$ cat src/rtl/clock_enable_sequencer.sv
// Single-clock enable sequencer: synchronises the board reset, releases per-channel
// resets in a staggered order and generates run-time programmable enable strobes.
module clock_enable_sequencer #(
    parameter int CLK_FREQUENCY = 100_000_000,
    parameter int NUM_CH        = 4,
    parameter int DIV_W         = 16,
    parameter int DEF_DIV       = 10,
    parameter int RST_STAGGER   = 16,
    parameter int SYNC_STAGES   = 2,
    localparam int CH_W         = $clog2(NUM_CH)
) (
    input  logic              clk,
    input  logic              rstb,
    input  logic              cfg_valid,
    output logic              cfg_ready,
    input  logic [CH_W-1:0]   cfg_ch,
    input  logic [DIV_W-1:0]  cfg_div,
    output logic [NUM_CH-1:0] en_out,
    output logic [NUM_CH-1:0] rstb_out,
    output logic              locked
);

    localparam int STG_W = (RST_STAGGER > 1) ? $clog2(RST_STAGGER) : 1;
    localparam logic [STG_W-1:0] STG_LAST = STG_W'(RST_STAGGER - 1);
    localparam logic [DIV_W-1:0] DIV_ONE  = DIV_W'(1);

    if (NUM_CH < 2 || NUM_CH > 16) begin : g_bad_num_ch
        $error("NUM_CH must be in the range 2..16");
    end
    if (RST_STAGGER < 1) begin : g_bad_stagger
        $error("RST_STAGGER must be at least 1");
    end
    if (SYNC_STAGES < 2) begin : g_bad_sync
        $error("SYNC_STAGES must be at least 2");
    end
    if (CLK_FREQUENCY < 1) begin : g_bad_freq
        $error("CLK_FREQUENCY must be positive");
    end

    typedef enum logic [1:0] {RST, SEQ, RUN} state_t;

    state_t                 state;
    logic [SYNC_STAGES-1:0] sync;
    logic                   rstb_sync;
    logic [STG_W-1:0]       stag_cnt;
    logic                   pend_valid;
    logic [CH_W-1:0]        pend_ch;
    logic [DIV_W-1:0]       pend_div;
    logic [DIV_W-1:0]       cnt [NUM_CH];
    logic [DIV_W-1:0]       div [NUM_CH];
    logic [NUM_CH-1:0]      wrap;
    logic [NUM_CH-1:0]      apply;
    logic                   in_range;
    logic                   xfer;

    always_ff @(posedge clk or negedge rstb) begin
        if (!rstb) begin
            sync <= '0;
        end else begin
            sync <= {sync[SYNC_STAGES-2:0], 1'b1};
        end
    end

    assign rstb_sync = sync[SYNC_STAGES-1];
    assign in_range  = (32'(cfg_ch) < NUM_CH);
    assign xfer      = cfg_valid && cfg_ready;

    // A wrap is the last cycle of a period; ratios of 0 and 1 wrap every cycle.
    always_comb begin
        wrap  = '0;
        apply = '0;
        for (int k = 0; k < NUM_CH; k++) begin
            wrap[k]  = rstb_out[k] && ((div[k] <= DIV_ONE) || (cnt[k] == div[k] - DIV_ONE));
            apply[k] = pend_valid && (pend_ch == CH_W'(k)) && wrap[k];
        end
    end

    always_ff @(posedge clk or negedge rstb) begin
        if (!rstb) begin
            state      <= RST;
            stag_cnt   <= '0;
            rstb_out   <= '0;
            locked     <= 1'b0;
            cfg_ready  <= 1'b0;
            pend_valid <= 1'b0;
            pend_ch    <= '0;
            pend_div   <= '0;
        end else begin
            case (state)
                RST, SEQ: begin
                    if (rstb_sync) begin
                        state <= SEQ;
                        if (stag_cnt == STG_LAST) begin
                            stag_cnt <= '0;
                            rstb_out <= {rstb_out[NUM_CH-2:0], 1'b1};
                            if (rstb_out[NUM_CH-2]) begin
                                state     <= RUN;
                                locked    <= 1'b1;
                                cfg_ready <= 1'b1;
                            end
                        end else begin
                            stag_cnt <= stag_cnt + STG_W'(1);
                        end
                    end
                end
                RUN: begin
                    if (|apply) begin
                        pend_valid <= 1'b0;
                        cfg_ready  <= 1'b1;
                    end else if (xfer) begin
                        pend_ch  <= cfg_ch;
                        pend_div <= cfg_div;
                        // Requests for channels that do not exist are swallowed.
                        if (in_range) begin
                            pend_valid <= 1'b1;
                            cfg_ready  <= 1'b0;
                        end
                    end
                end
                default: state <= RST;
            endcase
        end
    end

    // New ratios only take effect at a wrap, so no period is ever cut short.
    always_ff @(posedge clk or negedge rstb) begin
        if (!rstb) begin
            en_out <= '0;
            for (int k = 0; k < NUM_CH; k++) begin
                cnt[k] <= '0;
                div[k] <= DIV_W'(DEF_DIV);
            end
        end else begin
            for (int k = 0; k < NUM_CH; k++) begin
                en_out[k] <= wrap[k];
                if (!rstb_out[k]) begin
                    cnt[k] <= '0;
                end else if (apply[k]) begin
                    div[k] <= pend_div;
                    cnt[k] <= '0;
                end else if (wrap[k]) begin
                    cnt[k] <= '0;
                end else begin
                    cnt[k] <= cnt[k] + DIV_ONE;
                end
            end
        end
    end

endmodule

$ cat config.mk
export PLATFORM = sky130hd
export DESIGN_NAME = clock_enable_sequencer
export DESIGN_NICKNAME = d
export VERILOG_FILES = /design/src/rtl/clock_enable_sequencer.sv
export SDC_FILE = /design/constraint.sdc
export NUM_CORES = 1
export LEC_CHECK = 0
export ABC_AREA = 1
export BUFFER_PORTS_ARGS = -buffer_cell sky130_fd_sc_hd__buf_2
export CAP_MARGIN = 10
export CORE_MARGIN = 4
export CORE_UTILIZATION = 50
export CTS_CLUSTER_DIAMETER = 50
export CTS_CLUSTER_SIZE = 8
export DETAILED_ROUTE_END_ITERATION = 6
export HOLD_SLACK_MARGIN = 0.1
export PLACE_DENSITY = 0.69
export SLEW_MARGIN = 20
export SYNTH_ARGS = -nofsm -noshare
export SYNTH_HDL_FRONTEND = slang
export SYNTH_SLANG_ARGS = --single-unit
$ cat constraint.sdc
create_clock -name clk -period 2.8 [get_ports clk]
set_input_delay 0.42 -clock clk [delete_from_list [all_inputs] [get_ports clk]]
set_output_delay 0.42 -clock clk [all_outputs]
set_load 0.02 [all_outputs]
### After elaboration in Yosys (flattened, before gate mapping)

Index checks and enable logic that the tools add are counted.

* flip-flop bits (word level): 165
* input bits: 21

* reduce and logical (&&, ||, !) cells: 34
* equality and inequality tests: 14
* mux-type cells: 25
* bitwise gates (word level): 2
* add/subtract/negate cells: 9
* order comparisons: 4

Operator list (count)
* 16-bit 2-to-1 mux: 12
* 16-bit by 1-bit adder with 16-bit output, second input constant: 4
* 16-bit equality test: 4
* 16-bit by 1-bit <= comparator with 1-bit output, second input constant: 4
* 16-bit by 1-bit subtractor with 16-bit output, second input constant: 4
* 2-bit AND reduction: 7
* 1-bit logical AND: 13
* 1-bit 2-to-1 mux: 7
* 2-bit equality test, second input constant: 3
* 2-bit 2-to-1 mux: 3
* 2-bit inequality test, second input constant: 3
* 3-bit AND reduction: 2
* 5-bit AND reduction: 1
* 4-bit by 1-bit adder with 4-bit output, second input constant: 1
* 2-bit by 1-bit equality test with 1-bit output, second input constant: 2
* 4-bit equality test, second input constant: 1
* 2-bit logical NOT: 2
* 1-bit logical OR: 4
* 4-bit 2-to-1 mux: 1
* 2-bit case mux with 2 select lines: 1
* 4-bit AND reduction: 1
* 2-bit nonzero test: 2
* 4-bit OR reduction: 1
* 3-bit inequality test, second input constant: 1
* other kinds (3): 4

### Depth between registers and ports, before layout

* depth after elaboration: 8
* depth in mapped cells: 21
* mapped depth without buffers: 20

### Worst setup path after synthesis

No wires, ideal clock.

* path kind: reg-to-reg
* start: register div[17] in the netlist's numbering
* end: register pend_valid
* stages on the path, launching flop included: 19
* path slack: 0.417 ns
* period minus slack after synthesis: 2.383 ns
* buffers on the path: 1
* arrival: 2.267 ns
* cells stage by stage: dfstp_2 inv_1 ha_1 or2_2 nand3_1 nand2_1 inv_1 nand3_1 nor3_1 nand2_1 nand2_1 nand3_2 nand2_2 nor2_4 buf_6 nand2_1 nand2_1 nand2_1 nand2_1

* longest elaborated chain between the ends: 8
* elaborated cells between the ends (all ways): 10
* those cells by class: add/sub (1); order compare (1); eq/ne (1); mux (1); reduce/logical (6)

RTL lines
* from (decl): RTL line 50 `logic [DIV_W-1:0] div [NUM_CH];`
* from (signal, indexed assignment): RTL line 131 `div[k] <= DIV_W'(DEF_DIV);`
* from (signal, indexed assignment): RTL line 139 `div[k] <= pend_div;`
* 16-bit by 1-bit subtractor with 16-bit output: RTL line 73 `wrap[k] = rstb_out[k] && ((div[k] <= DIV_ONE) || (cnt[k] == div[k] - DIV_ONE));`
* 16-bit equality test: RTL line 73
* 1-bit logical OR *: RTL line 73
* 1-bit logical AND *: RTL line 73
* 1-bit logical AND *: RTL line 74 `apply[k] = pend_valid && (pend_ch == CH_W'(k)) && wrap[k];`
* 4-bit OR reduction *: RTL line 107 `if (|apply) begin`
* 2-bit nonzero test (no source line)
* 2-bit AND reduction (no source line)
* to (signal assigned): RTL line 85 `pend_valid <= 1'b0;`
* to (signal assigned): RTL line 108 `pend_valid <= 1'b0;`
* to (signal assigned): RTL line 115 `pend_valid <= 1'b1;`
* to (decl): RTL line 46 `logic pend_valid;`

Mark *: on every way between the ends. The rest lies on a longest branch, timed or not.
A chain may end at the register's enable or synchronous reset.

### Final worst setup path

* start: register div[0] in the netlist's numbering
* end: register pend_div[8]

* longest elaborated chain between the ends: 8
* elaborated cells between the ends (all ways): 9
* those cells by class: add/sub (1); order compare (1); eq/ne (1); bitwise (1); reduce/logical (5)

RTL lines
* 16-bit by 1-bit subtractor with 16-bit output: RTL line 73
* 16-bit equality test: RTL line 73
* 1-bit logical OR *: RTL line 73
* 1-bit logical AND *: RTL line 73
* 1-bit logical AND *: RTL line 74
* 4-bit OR reduction *: RTL line 107
* 1-bit NOT (no source line) *
* 3-bit AND reduction (no source line) *
* to (signal assigned): RTL line 112 `pend_div <= cfg_div;`
* to (decl): RTL line 48 `logic [DIV_W-1:0] pend_div;`

Marks and branches as above.

==> metrics <==
status=finished, final reports clean; Root Buffer=clkbuf_16; startpoint types=flip-flop; Die W=150 um; Clock Skew=0.0120 ns; synthesis-to-finish area growth=11.7%; final-report setup violation count=0; Placed Area=10,600 um^2; worst reg2reg endpoint=pend_div[8]$_DFFE_PN0P_; fin crit share=94.0%; CTS max path bufs=2; WL/cell=14.6 um; setup ws final=0.167 ns; clock-pin slew on the worst setup and hold paths=0.07 ns; synthesis-stage register bit count=165; Final GP Congestion=0.915; nets=1,428; drt pass-1 iters=5; Distinct cells, synth=49; Worst Hold Path EP=pend_div[9]$_DFFE_PN0P_; initial DRC count=645; syn_nets=1,384; reg2reg setup slack=0.17 ns; simple-gate portion of the synthesized area=35.0%; crit path max fanout=12; Num Clock Sinks=165; largest family of logic cells by synthesized area=simple AND/OR/NAND/NOR gates; Diodes inserted=0; detail-routed via count per cell=5.22; Routed WL=24,400 um; CTS tree=yes; Routed Antenna Nets=0; layout cells sized above 1=9.67%; die area=22,400 um^2; XOR/XNOR Fraction of Synth Area=8.36%; Max-Cap Viols=0; initial antenna violation count=0; crit path from=div[0]$_DFFE_PN0P_; Post-Layout Inst Area=11,200 um^2; Max Fclk=380 MHz; Avg Inst Size Synth=7.44 um^2; hold-critical path depth=3; cts bufs inserted=17; max-slew violation count=0; first-pass GRT wire length=40,700 um; Synth Area in Adders=1.62%; TNS Setup=0 ns; worst r2r src=div[0]$_DFFE_PN0P_; critical path type=flip-flop to flip-flop; Cell Rows=51; RSZ-0062 raised after global routing=no; Rel. slew slack=62.9%; worst slack at placement=0.225 ns; Worst-Skew Late Latency=0.44 ns; post-route DRC violation count=0; Worst R2R Path Depth=16; YS warnings=0; area of the mapped netlist=10,000 um^2; CP arrival=2.97 ns; Max H-tree Level=4; gr usage total=22.7%; Worst Min Path Start=cfg_div[9]; Peak VDD IR=480 uV; Syn Inst Count=1,350; total gr overflow=0; Final min period=2.63 ns; Die Height=150 um; Pwr Density=470 nW/um^2; HP Class=input port to flip-flop; # port buffers=30; CORE AREA=19,600 um^2; pin count of the biggest net entering global routing=57; DP Wirelength=18,200 um; worst-margin pin slew=0.556 ns; Via Count=8,732; Hold Vio Cnt, Final=0; vias in the first global route=8,216; Seq/Total Area, Yosys=41.2%; IO Pins=31; CP required=3.14 ns; Initial Util=51.3%; complex-gate fraction of the synthesized area=6.26%; Worst setup EP type=flip-flop; leakage=5.71 nW; fraction of synthesized area in multiplexers=0%
## sequential cells by signal, summed over array words and instances, names as in the netlist
signal and flops:
sync 2, pend_div 16, rstb_out 4, pend_ch 2, stag_cnt 4, state 2
locked 1, cfg_ready 1, pend_valid 1, cnt 64, div 64, en_out 4
## Yosys cell counts, drive strengths merged
library cell	n	area, um^2
o2111a	1	11.3
nor4	12	75.1
nor4b	2	23.8
nor2	171	741
dfstp	8	210
o211ai	3	22.5
o21ai	80	400
a21o	1	7.51
nand2	389	1490
a31o	2	17.5
xor2	52	463
a2111oi	2	17.5
clkbuf	15	56.3
nand3b	28	210
dfrtp	157	3930
a31oi	4	25.0
inv	171	642
o22ai	1	6.26
nor3b	14	110
nand3	77	425
ha	13	163
or2	4	25.0
conb	1	3.75
o2111ai	5	43.8
or4	2	15.0
and3	2	12.5
and2	3	18.8
a211o	1	8.76
nor3	21	105
a21oi	12	60.1
a41oi	1	8.76
nand4	43	269
buf	9	58.8
xnor2	43	377
## critical path, cell delays in order (launching register included)
cell and delay (ns):
dfrtp_1 0.42, inv_1 0.17, ha_1 0.29, nand2_2 0.16
o21ai_0 0.17, nand2_1 0.07, inv_1 0.10, nand3_1 0.09
nor3_1 0.27, nand2_1 0.11, nand2_2 0.11, nand3_4 0.08
nand2_2 0.11, nor2_4 0.07, buf_4 0.18, nand4_1 0.08
nand2_1 0.06
## stage by stage
step           power [W]  hold WS, ns  std cells  utilization (%)
6_report         0.00527        0.222       1672             57.3
5_1_grt          0.00549        0.226       1672             57.3
4_1_cts          0.00532        0.217       1670             57.0
3_5_place_dp     0.00296        0.346       1637             53.9
3_3_place_gp     0.00295        0.342       1637             53.9
2_1_floorplan    0.00277        0.124       1350                -
## layout by cell type (no fill, tap or decap), types with 4 or more instances in the layout
cell type | netlist | layout
dfrtp_1 | 157 | 157
o2111ai_1 | 5 | 5
nor3_1 | 21 | 21
nand4_1 | 43 | 43
nor3b_1 | 13 | 13
nor2_4 | 7 | 8
o21ai_0 | 79 | 79
clkbuf_16 | 0 | 17
xnor2_1 | 43 | 43
nand3_1 | 72 | 72
nand2_2 | 10 | 10
nand2_1 | 379 | 379
nor2_1 | 151 | 151
xor2_1 | 51 | 50
ha_1 | 13 | 10
dfstp_2 | 8 | 8
a21oi_1 | 12 | 12
buf_2 | 5 | 29
nand3b_1 | 28 | 28
a31oi_1 | 4 | 4
inv_6 | 0 | 6
inv_1 | 170 | 170
nor4_1 | 12 | 12
buf_4 | 1 | 14
nor2_2 | 12 | 11
## cells by family (layout without fill, tap and decap cells)
logic type | Yosys count | in the layout
other | 1 | 1
xor gates and xnor gates | 95 | 95
adders and majority gates | 13 | 13
DFF | 165 | 165
and+or+nand+nor | 768 | 769
AOI/OAI and AO/OA | 113 | 113
buffers and inverters | 195 | 251
## where the power goes
group / switching (W) / internal, W / leakage, nW / total [W]
registers: 0.0000753 / 0.00246 / 2.25 / 0.00253
clock network: 0.00106 / 0.00130 / 0.290 / 0.00237
logic: 0.000267 / 0.000109 / 3.17 / 0.000376
## timing repair
action / CTS / global route
hold buffers: 1 / 0
endpoints found under the hold margin: 47 / 0
endpoints found under the setup margin: 0 / 19
gates resized for setup: 0 / 6
setup buffers: 0 / 1
## per-layer routing
layer | track usage, % | wire length [um]
met2 | 36.4 | 11300
met5 | 0 | 0
met3 | 3.39 | 1120
met1 | 32.1 | 11400
met4 | 7.18 | 482
## cell type report
class	instances	area, um^2
fillers	1823	8370
multi-input cells	991	5190
flip-flops and latches	165	4140
inverters	171	642
clock buffers	19	453
repair buffers	48	332
well taps	265	332
clock inverters	13	135
## worst max path at each step
stage	end	slack, ns	depth (start not counted)
final	pend_div[8]$_DFFE_PN0P_	0.17	16
after floorplan	pend_valid$_DFFE_PN0P_	0.42	18
after global routing	cfg_ready$_DFFE_PN0P_	0.007	20
after global placement	pend_div[10]$_DFFE_PN0P_	0.27	16
after CTS	pend_div[10]$_DFFE_PN0P_	0.21	16
after detailed placement	pend_div[10]$_DFFE_PN0P_	0.22	16
Power figures use the tool's default switching activity.
